<file path="config.mk">
export PLATFORM = sky130hd
export DESIGN_NAME = weight_updater
export DESIGN_NICKNAME = d
export VERILOG_FILES = /design/src/rtl/weight_updater.sv
export SDC_FILE = /design/constraint.sdc
export NUM_CORES = 1
export LEC_CHECK = 0
export CORE_ASPECT_RATIO = 0.75
export CORE_MARGIN = 2
export CORE_UTILIZATION = 60
export DETAILED_ROUTE_END_ITERATION = 10
export GPL_TIMING_DRIVEN = 0
export PLACE_DENSITY = 0.81
export SLEW_MARGIN = 5
export SYNTH_ARGS = -nofsm -noshare
export SYNTH_HDL_FRONTEND = slang
export SYNTH_SLANG_ARGS = --single-unit
</file>
<file path="constraint.sdc">
create_clock -name clk -period 9.3 [get_ports clk]
set_clock_uncertainty 0.2 [all_clocks]
set_input_delay 2.325 -clock clk [delete_from_list [all_inputs] [get_ports clk]]
set_output_delay 2.325 -clock clk [all_outputs]
set_load 0.02 [all_outputs]
</file>
<file path="src/rtl/weight_updater.sv">
// Weight store and update engine: NW signed Q6.10 weights, one delta applied per weight per epoch.
// Optional macro WU_SATURATE_EN clamps the update result; without it the 17-bit difference wraps to 16 bits.
module weight_updater #(
    parameter int NW       = 8,
    parameter int AW       = 3,
    parameter int LR_SHIFT = 3
) (
    input  logic          clk,
    input  logic          res,
    input  logic          load_valid,
    output logic          load_ready,
    input  logic [15:0]   load_data,
    input  logic          start,
    input  logic          delta_valid,
    output logic          delta_ready,
    input  logic [15:0]   delta,
    input  logic [AW-1:0] rd_addr,
    output logic [15:0]   rd_data,
    output logic          busy,
    output logic          epoch_done,
    output logic [15:0]   epoch_count
);

    typedef enum logic [1:0] {IDLE, UPDATE, DONE} state_t;

    state_t        state_q, state_d;
    logic          busy_q, busy_d;
    logic          epoch_done_q, epoch_done_d;
    logic [15:0]   epoch_count_q, epoch_count_d;
    logic [AW-1:0] load_ptr_q, load_ptr_d;
    logic [AW-1:0] idx_q, idx_d;
    logic [15:0]   rd_data_q, rd_data_d;
    logic [15:0]   w_q [NW];
    logic [15:0]   w_d [NW];

    logic               load_fire, delta_fire;
    logic signed [15:0] delta_sh;
    logic [15:0]        w_cur, w_upd;
    logic [16:0]        diff;

    always_ff @(posedge clk) begin
        if (res) begin
            state_q       <= IDLE;
            busy_q        <= 1'b0;
            epoch_done_q  <= 1'b0;
            epoch_count_q <= '0;
            load_ptr_q    <= '0;
            idx_q         <= '0;
            rd_data_q     <= '0;
            for (int i = 0; i < NW; i++) w_q[i] <= '0;
        end else begin
            state_q       <= state_d;
            busy_q        <= busy_d;
            epoch_done_q  <= epoch_done_d;
            epoch_count_q <= epoch_count_d;
            load_ptr_q    <= load_ptr_d;
            idx_q         <= idx_d;
            rd_data_q     <= rd_data_d;
            w_q           <= w_d;
        end
    end

    always_comb begin
        state_d = state_q;
        case (state_q)
            IDLE:    if (start) state_d = UPDATE;
            UPDATE:  if (delta_valid && idx_q == AW'(NW - 1)) state_d = DONE;
            DONE:    state_d = IDLE;
            default: state_d = IDLE;
        endcase
    end

    // 17-bit difference keeps the overflow bit so saturation can see it
    always_comb begin
        delta_sh = $signed(delta) >>> LR_SHIFT;
        w_cur    = w_q[idx_q];
        diff     = {w_cur[15], w_cur} - {delta_sh[15], delta_sh};
`ifdef WU_SATURATE_EN
        if (diff[16] != diff[15]) w_upd = diff[16] ? 16'h8000 : 16'h7FFF;
        else                      w_upd = diff[15:0];
`else
        w_upd = diff[15:0];
`endif
    end

    always_comb begin
        load_ready    = (state_q == IDLE);
        delta_ready   = (state_q == UPDATE);
        load_fire     = load_valid && load_ready;
        delta_fire    = delta_valid && delta_ready;
        w_d           = w_q;
        load_ptr_d    = load_ptr_q;
        idx_d         = idx_q;
        epoch_count_d = epoch_count_q;
        if (load_fire) begin
            w_d[load_ptr_q] = load_data;
            load_ptr_d = (load_ptr_q == AW'(NW - 1)) ? '0 : load_ptr_q + 1'b1;
        end
        if (state_q == IDLE && start) idx_d = '0;
        if (delta_fire) begin
            w_d[idx_q] = w_upd;
            idx_d      = idx_q + 1'b1;
        end
        if (state_q == DONE) begin
            epoch_count_d = epoch_count_q + 16'd1;
            load_ptr_d    = '0;
        end
        busy_d       = (state_d != IDLE);
        epoch_done_d = (state_d == DONE);
        rd_data_d    = w_q[rd_addr];
    end

    assign rd_data     = rd_data_q;
    assign busy        = busy_q;
    assign epoch_done  = epoch_done_q;
    assign epoch_count = epoch_count_q;

endmodule

</file>
* Word level (Yosys, flattened, before mapping)
Index checks and enable logic that the tools add are counted.
** Storage, ports and cells
- Register bits after elaboration :: 170
- Bits in latches :: 0
- RAM bits :: 0
- Memory bits (read-only) :: 0
- Input bits :: 40
- Output and inout bits :: 36
- Word-level logic and storage cells :: 62
- Memories kept :: 0
** Operators by class
- Add/subtract/negate cells :: 4
- Multiply operators :: 0
- Div/mod/pow operators :: 0
- Magnitude comparators :: 5
- Equal/unequal tests :: 5
- Shifts and indexed selects :: 0
- Muxes and demuxes :: 20
- Bitwise logic cells :: 3
- Reduce and logical (&&, ||, !) cells :: 10
** Operators by type and width (number)
- $bwmux W128 :: 2
- $mux W128 :: 2
- $bmux W16 S3 :: 2
- $demux W16 S3 :: 2
- $mux W16 :: 6
- $add A16 B1 Y16 const B :: 1
- $sub A16 B13 Y16 :: 1
- $ge A4 B4 Y1 const B :: 3
- $not A3 Y4 :: 3
- $mux W3 :: 3
- $lt A4 B1 Y1 const B :: 2
- $add A3 B1 Y3 const B :: 2
- $eq A3 B3 Y1 const B :: 2
- $logic_and A1 B1 Y1 :: 6
- $eq A2 B2 Y1 const B :: 2
- $mux W2 :: 2
- $pmux W2 S2 :: 1
- $reduce_bool A2 Y1 :: 2
- $eq A2 B1 Y1 const B :: 1
- $logic_not A2 Y1 :: 1
- $reduce_or A2 Y1 :: 1

* Longest topological paths before layout
- Word-level depth :: 9
- Gate-level depth with buffers :: 17
- Gate-level depth less buffers :: 14

* Worst setup path after synthesis
No wires, ideal clock.
- Kind :: input port to flip-flop
- From :: input delta[3]
- To :: register w_q[110] (netlist name)
- Library setup time :: 0.137 ns
- Arrival :: 4.211 ns
- Required time :: 8.963 ns
- Slack :: 4.751 ns
- Stages on the path :: 9
- Buffers on the path :: 0
- Path through :: ha_1 > inv_1 > fa_1 > a21oi_1 > o211a_1 > o31ai_4 > o41ai_2 > xor2_1 > a211oi_1
** Between the ends
- Word-level cells in the longest chain between the ends :: 3
** Ends and longest elaborated chain
- from (decl) :: RTL line 16 : input logic [15:0] delta,
- $sub A16 B13 Y16 :: RTL line 77 : diff = {w_cur[15], w_cur} - {delta_sh[15], delta_sh};
- $bwmux W128 :: RTL line 101 : w_d[idx_q] = w_upd;
- $mux W128 :: RTL line 100 : if (delta_fire) begin
- to (signal assigned) :: RTL line 59 : w_q <= w_d;
- to (decl) :: RTL line 33 : logic [15:0] w_q [NW];
Every way passes these cells.
A chain may end at the register's enable or synchronous reset.

* Final worst setup path
- From :: register idx_q[0]
- To :: register w_q[46] (netlist name)
** Between the ends
- Word-level cells in the longest chain between the ends :: 7
- Elaborated cells between the ends (all ways) :: 12
- Those cells by class :: 1 x add/sub; 2 x order compare; 7 x mux; 1 x bitwise; 1 x reduce/logical
** Ends and longest elaborated chain
- from (decl) :: RTL line 31 : logic [AW-1:0] idx_q, idx_d;
- from (signal assigned) :: RTL line 57 : idx_q <= idx_d;
- $not A3 Y4 (implied by the code) (*) :: RTL line 76, 101
- $bmux W16 S3 (tied with other cells) :: RTL line 76 : w_cur = w_q[idx_q];
- $mux W16 (implied by the code) / $logic_and A1 B1 Y1 (equally long branches) :: RTL line 76, 101
- $mux W16, on equally long branches :: RTL line 76, 101
- $sub A16 B13 Y16 / $demux W16 S3 (equally long branches) :: RTL line 77, 101
- $bwmux W128 (*) :: RTL line 101
- $mux W128 (*) :: RTL line 100
Every way passes the cells marked *; elsewhere a longest branch is shown, timed or not. The select of a mux whose other input is x is not followed.

==> metrics <==
outcome finished, final reports clean; share of flip-flops with an asynchronous set or reset after synthesis 0; Met1 Wirelength 15.2 mm; WL/cell 25.4 um; grt ovf 0; setup TNS after final layout 0 ns; maximum number of pins on one net before global-route repair 18; Data arrival, critical path 5.83 ns; number of setup buffers added after CTS 0; cell chosen for the clock root sky130_fd_sc_hd__clkbuf_16; Final Cycle Share 0.619; signed area change from the synthesized netlist to the final layout 14.5%; static leakage 4.18 nW; starting utilization of the core area 0.607; fill cell instance count of the final layout 1345; Final Critical Period 5.76 ns; Worst Reg-to-Reg Cells 16; Avg Vias per Cell 6.92; area of the core region 16700 um2; Synth Register Bits 170; Crit path buffers/inverters 5; list of cells traversed by the critical path buf_2 -> buf_2 -> buf_2 -> clkbuf_1 -> mux2i_1 -> o22ai_1 -> a21oi_1 -> ha_1 -> inv_1 -> fa_1 -> a21oi_1 -> o211a_1 -> o31ai_4 -> o41ai_2 -> xor2_1 -> a211oi_1; wire length reported by the detailed router 36.8 mm; Post-synth top cells sky130_fd_sc_hd__dfxtp_1 (170), sky130_fd_sc_hd__nor2_1 (145), sky130_fd_sc_hd__a211oi_1 (127); setup repair after global routing missed its margin no; Final setup viols 0; Top Family by Delay on Critical Path compound AO/OA/AOI/OAI gates; clock sink total 170; final hold vios 0; cells taking the most area after synthesis sky130_fd_sc_hd__dfxtp_1 (34%), sky130_fd_sc_hd__a211oi_1 (9.4%), sky130_fd_sc_hd__mux2i_1 (8.9%); net load switching power 0.000591 W; Routed met2 length 14.3 mm; fraction of power spent switching nets 0.325; number of max-cap violations 0; I/O pin total 76; post-cts repair resize count 0; count of flip-flops with a built-in enable after synthesis 0; y dimension of the die 116 um; worst setup path startpoint idx_q[0]; top sig layer met4; Clk pin slew, worst setup/hold paths 0.08 ns; final antenna diode count 0; cell type contributing the most total cell area after synthesis sky130_fd_sc_hd__dfxtp_1; number of global-route vias before repair 9075; number of nets produced by synthesis 1204; r2r endpoint w_q[46]; maximum count of clock buffers along a single path 2; Reg-to-Reg Start idx_q[0]; portion of total power attributed to sequential cells 0.416; Post-Synthesis Cell Area 10100 um2; remaining routing DRC violations 0; DRC marker count from the first detailed-route iteration 1643; worst min path class reg2reg; vias after detailed routing 10026; Largest stage delay, worst path 0.83 ns; number of distinct library cells after synthesis 57; wire length of the first global-routing pass 55.1 mm; TritonRoute pass-1 iters 7; number of synthesis warnings 0; nets 1283; max-slew violations 0; number of buffers added to fix hold violations after cts 0; nature of the critical path endpoint flip-flop; WS Path Type reg2reg; slew of the pin with the lowest slew margin 1.28 ns; final estimated routing congestion in global placement 1.01; input/output buffers 60; die extent in x 154 um; highest ir drop seen on vdd 0.0990 mV; worst slew slack as a fraction of its limit 0.137; CTS Buf Count 17; worst-skew pair later-pin latency 0.44 ns; TritonCTS clock tree built; Rows 41; number of cells on the critical path 16; share of cells above drive strength 1 0.110; element type at the critical path start flip-flop; combinational cell fraction of total power 0.178; power per cell area 157 nW/um2; final hold slack 0.300 ns; Int Power 0.00123 W; Post-DP HPWL 27.8 mm; total length of routed met3 wires 6.52 mm; global router's overall resource usage 0.411; # H-tree levels 4; Synth Flop Type sky130_fd_sc_hd__dfxtp_1; part of the Yosys area used for sequential elements 0.336; antenna violations before repair 0; clock group share of total power 0.406; crit path max fanout 10; mean instance size in the synthesized netlist 8.87 um2; Die Area 17900 um2; area share of the largest cell type after synthesis 0.336; achievable clock frequency 174 MHz; most numerous cell in the Yosys netlist sky130_fd_sc_hd__dfxtp_1; reg-to-reg slack, setup 3.54 ns; most frequent CP cell sky130_fd_sc_hd__buf_2; slowest cell on the critical path sky130_fd_sc_hd__xor2_1; CP endpoint w_q[46]; Routed Antenna Nets 0; Required @ worst endpoint 9.37 ns; total power consumption of the routed design 0.00182 W; post-synthesis cell count 1141
[metal layers]
metal | global-route usage | up-vias
met3 | 0.152 | 78
met2 | 0.567 | 815
li1 | - | 4416
met5 | 0 | -
met1 | 0.603 | 4717
met4 | 0.110 | 0
[how the worst min path moves through the flow]
stage / end / from / cells after the start
3_3_place_gp: epoch_count[14] / epoch_count[14] / 2
5_1_grt: w_q[17] / w_q[17] / 2
3_5_place_dp: w_q[24] / w_q[24] / 2
2_1_floorplan: w_q[74] / w_q[74] / 2
4_1_cts: w_q[22] / w_q[22] / 2
6_report: w_q[22] / w_q[22] / 2
[tightest hold or removal path, stage by stage, from the launching register on]
cell	delay [ns]
sky130_fd_sc_hd__dfxtp_1	0.32
sky130_fd_sc_hd__nand2_1	0.06
sky130_fd_sc_hd__a311oi_1	0.07
[cell families (layout without fill, tap and decap cells)]
family | after synthesis | count (layout) | synth area share
flops | 170 | 170 | 0.336
xor+xnor | 26 | 26 | 0.0232
simple gates | 359 | 359 | 0.164
mux | 144 | 144 | 0.185
buf+inv | 122 | 214 | 0.0505
compound gates | 297 | 297 | 0.212
fa+ha+maj | 23 | 23 | 0.0292
[registers in the layout (all words and copies together) (netlist names)]
name         cells
epoch_count     16
load_ptr_q       3
idx_q            3
w_q            128
busy             1
state_q          2
epoch_done       1
rd_data         16
[cell usage in the layout, fill, tap and decap left out, types with 26 or more instances in the layout]
| cell type | Yosys | layout |
|---|---|---|
| sky130_fd_sc_hd__mux4_2 | 32 | 32 |
| sky130_fd_sc_hd__mux2i_1 | 90 | 90 |
| sky130_fd_sc_hd__clkbuf_1 | 65 | 66 |
| sky130_fd_sc_hd__a211oi_1 | 127 | 127 |
| sky130_fd_sc_hd__clkdlybuf4s50_1 | 0 | 60 |
| sky130_fd_sc_hd__o21ai_0 | 26 | 26 |
| sky130_fd_sc_hd__dfxtp_1 | 170 | 170 |
| sky130_fd_sc_hd__nand3_1 | 53 | 53 |
| sky130_fd_sc_hd__a21oi_1 | 50 | 50 |
| sky130_fd_sc_hd__and3_1 | 29 | 29 |
| sky130_fd_sc_hd__nor2_1 | 145 | 145 |
| sky130_fd_sc_hd__nand2_1 | 79 | 79 |
[layout make-up]
class | instances | area, um2 | share of cell area
repair buffers | 60 | 601 | 0.0518
clock buffers | 19 | 443 | 0.0382
multi-input cells | 849 | 6210 | 0.536
inverters | 19 | 71.3 | 0.00615
well taps | 215 | 269 | 0.0232
plain buffers | 103 | 440 | 0.0380
flip-flops and latches | 170 | 3400 | 0.294
clock inverters | 13 | 153 | 0.0132
[power groups by stage]
stage	clock network [W]	logic (W)	registers, W
floorplan	0	0.000191	0.000767
global placement	0	0.000301	0.000772
detailed placement	0	0.000306	0.000771
CTS	0.000733	0.000307	0.000755
global route	0.000763	0.000338	0.000757
finish	0.000740	0.000324	0.000757
[metrics by stage]
| stage | instances | util | area (um2) | worst slack [ns] |
|---|---|---|---|---|
| after floorplan | 1141 | - | 10100 | 4.75 |
| after CTS | 1448 | 0.695 | 11600 | 3.82 |
| after detailed placement | 1416 | 0.659 | 11000 | 3.54 |
| final | 1448 | 0.695 | 11600 | 3.54 |
| after global placement | 1416 | 0.659 | 11000 | 3.53 |
| after global routing | 1448 | 0.695 | 11600 | 3.33 |
Power figures use the tool's default switching activity.
